<file path="src/rtl/loader_write_scheduler.sv">
// loader_write_scheduler: decodes APF bridge writes against address windows,
// translates them, and queues them in a small FIFO for one memory port.
module loader_write_scheduler #(
    parameter int unsigned               NUM_MAPS       = 2,
    parameter logic [NUM_MAPS-1:0][31:0] BASE_ADDRESSES = '0,
    parameter logic [NUM_MAPS-1:0][31:0] MAP_ADDRESSES  = '0,
    parameter logic [NUM_MAPS-1:0][15:0] MAP_LENGTHS    = '0,
    parameter int unsigned               FIFO_DEPTH     = 4
) (
    input  logic        clk,
    input  logic        reset_n,
    input  logic [31:0] bridge_addr,
    input  logic        bridge_wr,
    input  logic [31:0] bridge_wr_data,
    input  logic        load_end,
    output logic        mem_valid,
    input  logic        mem_ready,
    output logic [31:0] mem_addr,
    output logic [31:0] mem_data,
    output logic [2:0]  mem_map_index,
    output logic        busy,
    output logic        load_done,
    output logic [15:0] miss_count,
    output logic        overflow
);

    localparam int unsigned PW = $clog2(FIFO_DEPTH);

    typedef enum logic [1:0] {
        IDLE,
        ACTIVE,
        DRAIN
    } state_t;

    state_t state, next_state;

    logic        hit;
    logic [2:0]  hit_index;
    logic [31:0] mapped_addr;
    logic [32:0] win_end;

    logic [31:0] fifo_addr [FIFO_DEPTH];
    logic [31:0] fifo_data [FIFO_DEPTH];
    logic [2:0]  fifo_idx  [FIFO_DEPTH];
    logic [PW-1:0] wr_ptr, rd_ptr;
    logic [PW:0]   count;

    logic empty, full, enq, deq, drop, done_set;

    // Window end is formed at 33 bits so a window touching the top of the
    // address space cannot wrap and capture low addresses.
    always_comb begin
        hit         = 1'b0;
        hit_index   = '0;
        mapped_addr = '0;
        win_end     = '0;
        for (int unsigned i = 0; i < NUM_MAPS; i++) begin
            win_end = {1'b0, BASE_ADDRESSES[i]} + {17'b0, MAP_LENGTHS[i]};
            if (!hit && MAP_LENGTHS[i] != '0 &&
                bridge_addr >= BASE_ADDRESSES[i] &&
                {1'b0, bridge_addr} < win_end) begin
                hit         = 1'b1;
                hit_index   = 3'(i);
                mapped_addr = bridge_addr - BASE_ADDRESSES[i] + MAP_ADDRESSES[i];
            end
        end
    end

    assign empty = (count == '0);
    assign full  = (count == (PW+1)'(FIFO_DEPTH));
    assign deq   = !empty && mem_ready;
    assign enq   = bridge_wr && hit && (!full || deq);
    assign drop  = bridge_wr && hit && full && !deq;

    always_ff @(posedge clk) begin
        if (enq) begin
            fifo_addr[wr_ptr] <= mapped_addr;
            fifo_data[wr_ptr] <= bridge_wr_data;
            fifo_idx[wr_ptr]  <= hit_index;
        end
    end

    always_ff @(posedge clk or negedge reset_n) begin
        if (!reset_n) begin
            wr_ptr <= '0;
            rd_ptr <= '0;
            count  <= '0;
        end else begin
            if (enq) wr_ptr <= wr_ptr + PW'(1);
            if (deq) rd_ptr <= rd_ptr + PW'(1);
            case ({enq, deq})
                2'b10:   count <= count + (PW+1)'(1);
                2'b01:   count <= count - (PW+1)'(1);
                default: count <= count;
            endcase
        end
    end

    // Head fields are forced to zero when empty so stale entries never leak.
    assign mem_valid     = !empty;
    assign mem_addr      = empty ? '0 : fifo_addr[rd_ptr];
    assign mem_data      = empty ? '0 : fifo_data[rd_ptr];
    assign mem_map_index = empty ? '0 : fifo_idx[rd_ptr];

    always_ff @(posedge clk or negedge reset_n) begin
        if (!reset_n) begin
            miss_count <= '0;
            overflow   <= 1'b0;
        end else begin
            if (bridge_wr && !hit && miss_count != 16'hFFFF)
                miss_count <= miss_count + 16'd1;
            if (drop)
                overflow <= 1'b1;
        end
    end

    always_ff @(posedge clk or negedge reset_n) begin
        if (!reset_n) state <= IDLE;
        else          state <= next_state;
    end

    always_comb begin
        next_state = state;
        case (state)
            IDLE:    if (enq) next_state = load_end ? DRAIN : ACTIVE;
            ACTIVE:  if (load_end) next_state = DRAIN;
            DRAIN:   if (empty && !enq) next_state = IDLE;
            default: next_state = IDLE;
        endcase
    end

    always_comb begin
        busy     = (state != IDLE);
        done_set = ((state == IDLE) && load_end && !enq) ||
                   ((state == DRAIN) && empty && !enq);
    end

    always_ff @(posedge clk or negedge reset_n) begin
        if (!reset_n) load_done <= 1'b0;
        else          load_done <= done_set;
    end

endmodule

</file>
<file path="config.mk">
export PLATFORM = sky130hd
export DESIGN_NAME = loader_write_scheduler
export DESIGN_NICKNAME = d
export VERILOG_FILES = /design/src/rtl/loader_write_scheduler.sv
export SDC_FILE = /design/constraint.sdc
export NUM_CORES = 1
export LEC_CHECK = 0
export ABC_AREA = 1
export BUFFER_PORTS_ARGS = -buffer_cell sky130_fd_sc_hd__buf_2
export CAP_MARGIN = 20
export CORE_AREA = 4 4 67 81
export DETAILED_ROUTE_END_ITERATION = 16
export DIE_AREA = 0 0 71 85
export GPL_ROUTABILITY_DRIVEN = 0
export HOLD_SLACK_MARGIN = 0.15
export PLACE_DENSITY = 0.79
export SLEW_MARGIN = 20
export SYNTH_ARGS = -nofsm -noshare
export SYNTH_HDL_FRONTEND = slang
export SYNTH_SLANG_ARGS = --single-unit
</file>
<file path="constraint.sdc">
create_clock -name clk -period 1.9 [get_ports clk]
set_input_delay 0.19 -clock clk [delete_from_list [all_inputs] [get_ports clk]]
set_output_delay 0.19 -clock clk [all_outputs]
set_load 0.05 [all_outputs]
</file>
==> results.yml, run 1 <==
cells_and_area:
  layout-drive-gt1-share_pct: 12.8
  antenna_cells: 0
  layout.cells.non_filler: 315
  area_delta_synth_final_pct: -1.63
  finalNetCount: 331
  fin_area_um2: 1660
  post-route-util_pct: 36.1
synth:
  ys_types: 19
  async_flop_share_pct: 100
  ys_top_cells_by_area: "buf_4 31%, dfrtp_1 30%, nand2_1 16%, nor2_1 4.2%, xor2_1 3.1%"
  synth_edf_count: 0
  synth.most_common_cell: "nand2_1"
  avgSynthCellArea_um2: 7.30
  synthFlopType: "dfrtp_1"
  synth_top_area_share_pct: 30.7
  synth_seq_cells: 20
  synth_top_cell_by_area: "buf_4"
  synth_area_um2: 1690
  ys_seq_area_share_pct: 29.7
  synthCells: 231
  synth_common_cells: "73 x nand2_1, 69 x buf_4, 20 x dfrtp_1, 19 x nor2_1, 13 x inv_1"
  synthesis.yosys.warnings: 0
setup_path:
  cp-start-kind: "flop"
  crit_path_end_kind: "flop"
  worstPathArrival_ns: 1.81
  cp.required_ns: 2.09
  setup.worst_path.class: "flop to flop"
  cp_max_fo: 12
floorplan:
  pin_count: 156
  coreArea_um2: 4590
  die-area_um2: 6040
  fp-row-count: 27
  die_h_um: 85
  initial_utilization_pct: 36.7
  die_w_um: 71
pwr:
  p_per_area_nw_per_um2: 1010
  peakVddDrop_mv: 0.386
  p_leak_nw: 0.920
  p_total_mw: 1.67
sta:
  period_minus_slack_ns: 1.62
  drv_slew: 0
  relSlewSlack_pct: 66.4
  report.final.hold_viol_count: 0
  fmax_mhz: 616
  min_period_over_period_pct: 85.4
  setup_viol: 0
  layout_setup_ws_ns: 0.278
  holdWs_ns: 0.224
  worstMarginPinSlew_ns: 0.504
  setup_tns_ns: 0
  skew_ns: 0.00222
  rsz0062_at_grt: "no"
global_route:
  grt-ovfl-total: 0
  grt_max_degree: 21
  grt_pass1_wl_mm: 4.53
  track_usage_pct: 9.20
  antenna_found_initial: 0
  grt_pass1_vias: 1048
clock_network:
  clockRootBuffer: "clkbuf_8"
  clk_path_buf_depth: 2
  clkTransAtPathRegs_ns: 0.07
  cts_tree: "done"
  cts_max_level: 1
  clk_latency_ns: 0.25
  numCtsBuffers: 3
  cts_num_sinks: 20
routing:
  drt_wl_total_mm: 2.90
  firstDrtPassIters: 7
  drt_iter0_drc: 40
  ant_nets: 0
  num_vias: 1238
  route.detailed.drc: 0
  wl_per_cell_um: 9.21
  viasPerCell: 3.93
placed_design:
  dpl.cell_count: 310
  portBuffers: 22
  placed_area_um2: 1590
  place.detailed.hpwl_mm: 2.38
  pre_cts_slack_ns: 0.0297
hold_path:
  min_path_type: "input pin to flop"
job:
  cap_violations: 0
outcome:
  status: "finished, final reports clean"
-- placed cells by master (no fill, tap or decap) --
master	count
buf_2	22
buf_4	2
conb_1	69
nor2_1	18
clkbuf_8	3
inv_1	13
nand2_2	1
o21ai_0	2
xnor2_1	3
dfrtp_1	20
dlygate4sd3_1	2
nor2_2	3
inv_2	1
nand3_1	10
xor2_1	6
ha_1	3
nand3b_1	1
nand4_1	4
nand2_1	73
nand2_4	1
-- repair_timing --
| item | 4_1_cts | 5_1_grt |
|---|---|---|
| buffers inserted | 0 | 0 |
| setup endpoints to repair | 0 | 12 |
| hold endpoints to repair | 21 | 0 |
| hold buffers | 2 | 0 |
| resized for setup | 0 | 1 |
-- area by class of cell --
class                   instances  area [um^2]
repair buffers                 26          145
well taps                      58         72.6
fillers                       526         2940
flip-flops and latches         20          500
inverters                      14         52.6
clock buffers                   3         41.3
multi-input cells             194          846
-- worst max-delay path, stage by stage, from the launching register on --
cell and delay (ns):
dfrtp_1 0.42, ha_1 0.26, inv_1 0.08, nor2_2 0.05, nand2_2 0.09, nor2_2 0.06, nor2_2 0.39, nand2_1 0.11
nand2_1 0.09
-- sequential cells by signal (all words and copies together), names as in the netlist --
register,cells
count,3
miss_count,16
load_done,1
-- report_power, final --
group          internal (mW)  switching [mW]  total [mW]  leakage, nW
Sequential             0.505          0.0685       0.574        0.259
Combinational          0.152           0.679       0.831        0.640
Clock                  0.141           0.127       0.268       0.0216
-- per-layer routing --
metal  global-route usage (%)  vias up  share of wire [%]
li1                         -      620                  -
met3                     2.49        2                 12
met5                        0        -                  0
met4                     3.59        0               0.41
met2                     14.8       69                 48
met1                     11.7      547                 40
-- cells by family after synthesis --
logic type / share of synthesized area [%]
other cells: 0.223
buf+inv: 35.4
xor+xnor: 4.68
fa+ha+maj: 2.23
compound gates: 0.594
flops: 29.7
simple gates: 27.2
-- path summary, 6_finish.rpt --
| check | end | start | cells past startpoint | slack (ns) |
|---|---|---|---|---|
| worst max-delay path | miss_count[3]$_DFFE_PN0P_ | miss_count[1]$_DFFE_PN0P_ | 8 | 0.28 |
| worst min-delay path | count[2]$_DFFE_PN0P_ | mem_ready | 3 | 0.22 |
| max in group asynchronous | miss_count[11]$_DFFE_PN0P_ | reset_n | 2 | 1.18 |
| worst min register to register | count[1]$_DFFE_PN0P_ | count[1]$_DFFE_PN0P_ | 2 | 0.49 |
| worst max register to register | miss_count[3]$_DFFE_PN0P_ | miss_count[1]$_DFFE_PN0P_ | 8 | 0.28 |
| min in group asynchronous | miss_count[9]$_DFFE_PN0P_ | reset_n | 2 | 0.41 |
Note: power is estimated with default switching activity, not from simulation.
==> inputs of run 2 (changes only) <==
--- a/config.mk
+++ b/config.mk
@@ -5,15 +5,15 @@
 export SDC_FILE = /design/constraint.sdc
 export NUM_CORES = 1
 export LEC_CHECK = 0
-export ABC_AREA = 1
 export BUFFER_PORTS_ARGS = -buffer_cell sky130_fd_sc_hd__buf_2
 export CAP_MARGIN = 20
-export CORE_AREA = 4 4 67 81
+export CORE_AREA = 4 4 65 79
 export DETAILED_ROUTE_END_ITERATION = 16
-export DIE_AREA = 0 0 71 85
+export DIE_AREA = 0 0 69 83
 export GPL_ROUTABILITY_DRIVEN = 0
 export HOLD_SLACK_MARGIN = 0.15
 export PLACE_DENSITY = 0.79
+export SKIP_LAST_GASP = 1
 export SLEW_MARGIN = 20
 export SYNTH_ARGS = -nofsm -noshare
 export SYNTH_HDL_FRONTEND = slang
==> results.yml, run 2 <==
job:
  cap_violations: 0
setup_path:
  crit_path_end_kind: "flop"
  worstPathCellList: "ha_1 -> and3_2 -> nand3_4 -> nor2_1 -> mux2_2"
  r2r-start: "miss_count[0]$_DFFE_PN0P_"
  slowest_stage: "dfrtp_1"
  setup.worst_path.class: "flop to flop"
  cp.buffers_inverters: 0
  reg2reg_slack_ns: 0.27
  crit_cells: 5
  worstPathArrival_ns: 1.78
  reg2regPathDepth: 5
  slowest_delay_ns: 0.41
  cp_max_fo: 5
  cp.required_ns: 2.05
  cp-start-kind: "flop"
  rr_endpoint: "miss_count[10]$_DFFE_PN0P_"
  cp_top_family: "simple AND/OR/NAND/NOR gates"
synth:
  ys_types: 29
  synth.most_common_cell: "buf_4"
  ys_seq_area_share_pct: 32.8
  synthesis.yosys.warnings: 0
  synth_top_cell_by_area: "buf_4"
  synth_edf_count: 0
  synth_top_area_share_pct: 34.5
  synth_seq_cells: 20
  synthCells: 158
  synth_common_cells: "70 x buf_4, 20 x dfrtp_1, 12 x nand2_1, 7 x xnor2_1, 5 x nand4_1"
  synthFlopType: "dfrtp_1"
  synth_area_um2: 1530
  async_flop_share_pct: 100
  avgSynthCellArea_um2: 9.65
  ys_top_cells_by_area: "buf_4 34%, dfrtp_1 33%, xnor2_1 4.0%, nand2_1 3.0%, ha_1 2.5%"
hold_path:
  min_path_cells: 3
  worstHoldStart: "bridge_wr"
  min_to: "miss_count[0]$_DFFE_PN0P_"
  min_path_type: "input pin to flop"
sta:
  rsz0062_at_grt: "no"
  min_period_over_period_pct: 85.9
  holdWs_ns: 0.232
  setup_tns_ns: 0
  skew_ns: 0.00267
  fmax_mhz: 612
  period_minus_slack_ns: 1.63
  setup_viol: 0
  report.final.hold_viol_count: 0
  drv_slew: 0
cells_and_area:
  layout.cells.non_filler: 243
  top_register: "miss_count"
  layout-drive-gt1-share_pct: 20.5
  post-route-util_pct: 34.1
  layout_commonest_cell: "conb_1"
  largest_reg_flops: 16
  antenna_cells: 0
  area_delta_synth_final_pct: -0.328
  top_regs: "miss_count (16), count (3), load_done (1)"
  finalNetCount: 258
  final_cell_mix: "69 x conb_1, 22 x buf_2, 20 x dfrtp_1"
clock_network:
  clk_latency_ns: 0.26
  cts_repair_resize_count: 0
  clockRootBuffer: "clkbuf_8"
  cts_tree: "done"
  cts_max_level: 1
  numCtsBuffers: 3
  clkTransAtPathRegs_ns: 0.07
  clk_path_buf_depth: 2
  cts_num_sinks: 20
routing:
  firstDrtPassIters: 3
  viasPerCell: 3.85
  ant_nets: 0
  drt_iter0_drc: 14
  num_vias: 936
  wl_per_cell_um: 9.57
  drt_wl_total_mm: 2.33
  route.detailed.drc: 0
pwr:
  p_leak_nw: 0.830
  p_total_mw: 1.74
  p_per_area_nw_per_um2: 1140
  peakVddDrop_mv: 0.910
placed_design:
  portBuffers: 22
  place.detailed.hpwl_mm: 1.90
  dpl.cell_count: 237
global_route:
  grt.busiest_layer: "met2"
  grt_max_degree: 21
  grt_use_met3_pct: 2.91
  grt_pass1_vias: 824
  grt-ovfl-total: 0
  grt_use_met2_pct: 11.6
  use_met1_pct: 10.4
  track_usage_pct: 7.73
  antenna_found_initial: 0
  grt_pass1_wl_mm: 3.69
floorplan:
  die_w_um: 69
  die_h_um: 83
  initial_utilization_pct: 34.2
  pin_count: 156
  die-area_um2: 5730
  fp-row-count: 27
  coreArea_um2: 4460
outcome:
  status: "finished, final reports clean"
## run 2: cell count changes after synthesis, moves of 3 or more
cell	delta
inv_1	-10
mux2_2	+3
nand2_1	-61
nand3_1	-7
nor2_1	-17
nor3_1	+4
xnor2_1	+4
## run 2: worst min-delay path: cells and delay by family
kind	cells	cell delay [ns]
xor gates and xnor gates	1	0.06
buffers and inverters	1	0.12
AOI/OAI and AO/OA	1	0.08
## run 2: per-stage QoR
stage | worst slack [ns] | area (um^2)
finish | 0.267 | 1520
CTS | 0.278 | 1520
global route | 0.157 | 1520
floorplan | 0.0262 | 1780
detailed placement | 0.296 | 1450
global placement | 0.313 | 1450
## run 2: layout make-up
type,count,area [um^2]
Multi-Input combinational cell,133,743
Sequential cell,20,500
Timing Repair Buffer,25,138
Clock buffer,4,55.1
Inverter,3,11.3
Tap cell,58,72.6
Fill cell,481,2940
## run 2: repair_timing
action,in CTS,in global routing
hold buffers,2,0
setup buffers,0,0
endpoints found under the hold margin,21,0
## run 2: metal layers
metal / vias to the layer above / routed length (um)
met3: 4 / 325
met2: 69 / 997
met5: - / 0
li1: 438 / -
met4: 0 / 21
met1: 425 / 982
## run 2: logic make-up after synthesis
| logic type | Yosys count | share of synthesized area, % |
|---|---|---|
| buffers and inverters | 73 | 35.2 |
| other | 1 | 0.246 |
| DFF | 20 | 32.8 |
| and+or+nand+nor | 39 | 16.7 |
| AOI/OAI and AO/OA | 6 | 2.54 |
| xor gates and xnor gates | 11 | 6.32 |
| muxes | 5 | 3.69 |
| adders and majority gates | 3 | 2.46 |
## run 2: worst max-delay path by stage
stage,endpoint,start,slack (ns)
3_3_place_gp,miss_count[10]$_DFFE_PN0P_,miss_count[0]$_DFFE_PN0P_,0.31
3_5_place_dp,miss_count[10]$_DFFE_PN0P_,miss_count[0]$_DFFE_PN0P_,0.30
5_1_grt,miss_count[10]$_DFFE_PN0P_,miss_count[0]$_DFFE_PN0P_,0.16
6_report,miss_count[10]$_DFFE_PN0P_,miss_count[0]$_DFFE_PN0P_,0.27
2_1_floorplan,miss_count[10]$_DFFE_PN0P_,miss_count[0]$_DFFE_PN0P_,0.03
4_1_cts,miss_count[10]$_DFFE_PN0P_,miss_count[0]$_DFFE_PN0P_,0.28
## run 2: power breakdown
part | internal (mW) | total, mW | switching (mW) | leakage (nW)
clock network | 0.184 | 0.322 | 0.137 | 0.0288
registers | 0.501 | 0.602 | 0.101 | 0.259
logic | 0.134 | 0.813 | 0.679 | 0.542
==> inputs of run 3 (changes only) <==
--- a/config.mk
+++ b/config.mk
@@ -12,9 +12,9 @@
 export DIE_AREA = 0 0 69 83
 export GPL_ROUTABILITY_DRIVEN = 0
 export HOLD_SLACK_MARGIN = 0.15
+export MAX_ROUTING_LAYER = met4
 export PLACE_DENSITY = 0.79
 export SKIP_LAST_GASP = 1
-export SLEW_MARGIN = 20
 export SYNTH_ARGS = -nofsm -noshare
 export SYNTH_HDL_FRONTEND = slang
 export SYNTH_SLANG_ARGS = --single-unit
==> constraint.sdc (replaced) <==
create_clock -name clk -period 1.85 [get_ports clk]
set_input_delay 0.185 -clock clk [delete_from_list [all_inputs] [get_ports clk]]
set_output_delay 0.185 -clock clk [all_outputs]
set_load 0.05 [all_outputs]
==> results.yml, run 3 (synthesis results as in run 2) <==
placed_design:
  placed_area_um2: 1450
  pre_cts_slack_ns: 0.260
  place.detailed.hpwl_mm: 1.91
  portBuffers: 22
floorplan:
  die_h_um: 83
  die_w_um: 69
  pin_count: 156
  coreArea_um2: 4460
  initial_utilization_pct: 34.2
  die-area_um2: 5730
  fp-row-count: 27
routing:
  viasPerCell: 3.94
  drt-met1-wl_um: 994
  maxUsedRoutingLayer: "met4"
  ant_nets: 0
  wl_met3_um: 355
  drt_wl_total_mm: 2.35
  firstDrtPassIters: 2
  num_vias: 958
  drt_iter0_drc: 27
  route.detailed.drc: 0
  wl_per_cell_um: 9.65
  dr_wl_met2_um: 958
clock_network:
  cts_hold_buf: 2
  clkTransAtPathRegs_ns: 0.07
  numCtsBuffers: 3
  clk_path_buf_depth: 2
  post_cts_buffers: 0
  clk_latency_ns: 0.26
  cts_tree: "done"
  clockRootBuffer: "clkbuf_8"
  cts_max_level: 1
  cts_repair_resize_count: 0
  cts_num_sinks: 20
sta:
  skew_ns: 0.00264
  fmax_mhz: 626
  period_minus_slack_ns: 1.60
  setup_tns_ns: 0
  report.final.hold_viol_count: 0
  drv_slew: 0
  rsz0062_at_grt: "no"
  setup_viol: 0
  layout_setup_ws_ns: 0.252
  min_period_over_period_pct: 86.4
  holdWs_ns: 0.220
global_route:
  track_usage_pct: 8.23
  grt_pass1_vias: 816
  grt_pass1_wl_mm: 3.79
  grt_max_degree: 21
  grt-ovfl-total: 0
  antenna_found_initial: 0
pwr:
  p_total_mw: 1.79
  p_per_area_nw_per_um2: 1180
  p_leak_nw: 0.827
  peakVddDrop_mv: 0.838
cells_and_area:
  antenna_cells: 0
  layout_commonest_cell: "conb_1"
  fillers: 490
  top_register: "miss_count"
  largest_reg_flops: 16
  area_delta_synth_final_pct: -0.0822
  top_regs: "miss_count (16), count (3), load_done (1)"
  final_cell_mix: "69 x conb_1, 22 x buf_2, 17 x dfrtp_1"
  finalNetCount: 258
  layout-drive-gt1-share_pct: 22.2
  fin_area_um2: 1520
hold_path:
  min_path_type: "input pin to flop"
setup_path:
  worstPathCellList: "ha_1 -> and3_2 -> nand3_4 -> nor2_1 -> mux2_2"
  setup.worst_path.class: "flop to flop"
  cp_max_fo: 5
  cp.required_ns: 2.00
  cp-start-kind: "flop"
  slowest_delay_ns: 0.40
  worstPathArrival_ns: 1.75
  crit_path_end_kind: "flop"
  slowest_stage: "dfrtp_2"
outcome:
  status: "finished, final reports clean"
job:
  cap_violations: 0
==> run 3: through the flow <==
step	std cells	utilization, %
global placement	237	32.5
detailed placement	237	32.5
finish	243	34.2
CTS	243	34.2
floorplan	226	-
global route	243	34.2
==> run 3: power by group <==
part | leakage [nW] | internal, mW | switching, mW
clock network | 0.0288 | 0.190 | 0.145
registers | 0.255 | 0.519 | 0.105
logic | 0.542 | 0.137 | 0.697
total | 0.827 | 0.846 | 0.947
==> run 3: worst paths after layout <==
path	start	endpoint	slack, ns	cells past startpoint
min in group asynchronous	reset_n	miss_count[3]$_DFFE_PN0P_	0.39	2
worst max register to register	miss_count[0]$_DFFE_PN0P_	miss_count[10]$_DFFE_PN0P_	0.25	5
max in group asynchronous	reset_n	miss_count[12]$_DFFE_PN0P_	1.12	2
worst min register to register	count[0]$_DFFE_PN0P_	count[0]$_DFFE_PN0P_	0.47	1
worst min-delay path	bridge_wr	miss_count[0]$_DFFE_PN0P_	0.22	3
worst max-delay path	miss_count[0]$_DFFE_PN0P_	miss_count[10]$_DFFE_PN0P_	0.25	5
==> run 3: layer usage <==
layer / vias to the layer above / track usage, %
met2: 71 / 11.7
li1: 437 / -
met3: 6 / 3.27
met4: 0 / 3.20
met5: - / -
met1: 444 / 10.4
==> run 3: area by class of cell <==
type                    count  area (um^2)  share of cell area (%)
repair buffers             25          138                    9.03
inverters                   3         11.3                   0.739
multi-input cells         133          743                    48.8
clock buffers               4         55.1                    3.61
well taps                  58         72.6                    4.76
flip-flops and latches     20          504                    33.1
==> run 3: critical path, delay by kind of cell, from the launching register on <==
family / cells / cell delay, ns
fa+ha+maj: 1 / 0.22
flops: 1 / 0.40
mux: 1 / 0.33
simple gates: 3 / 0.53
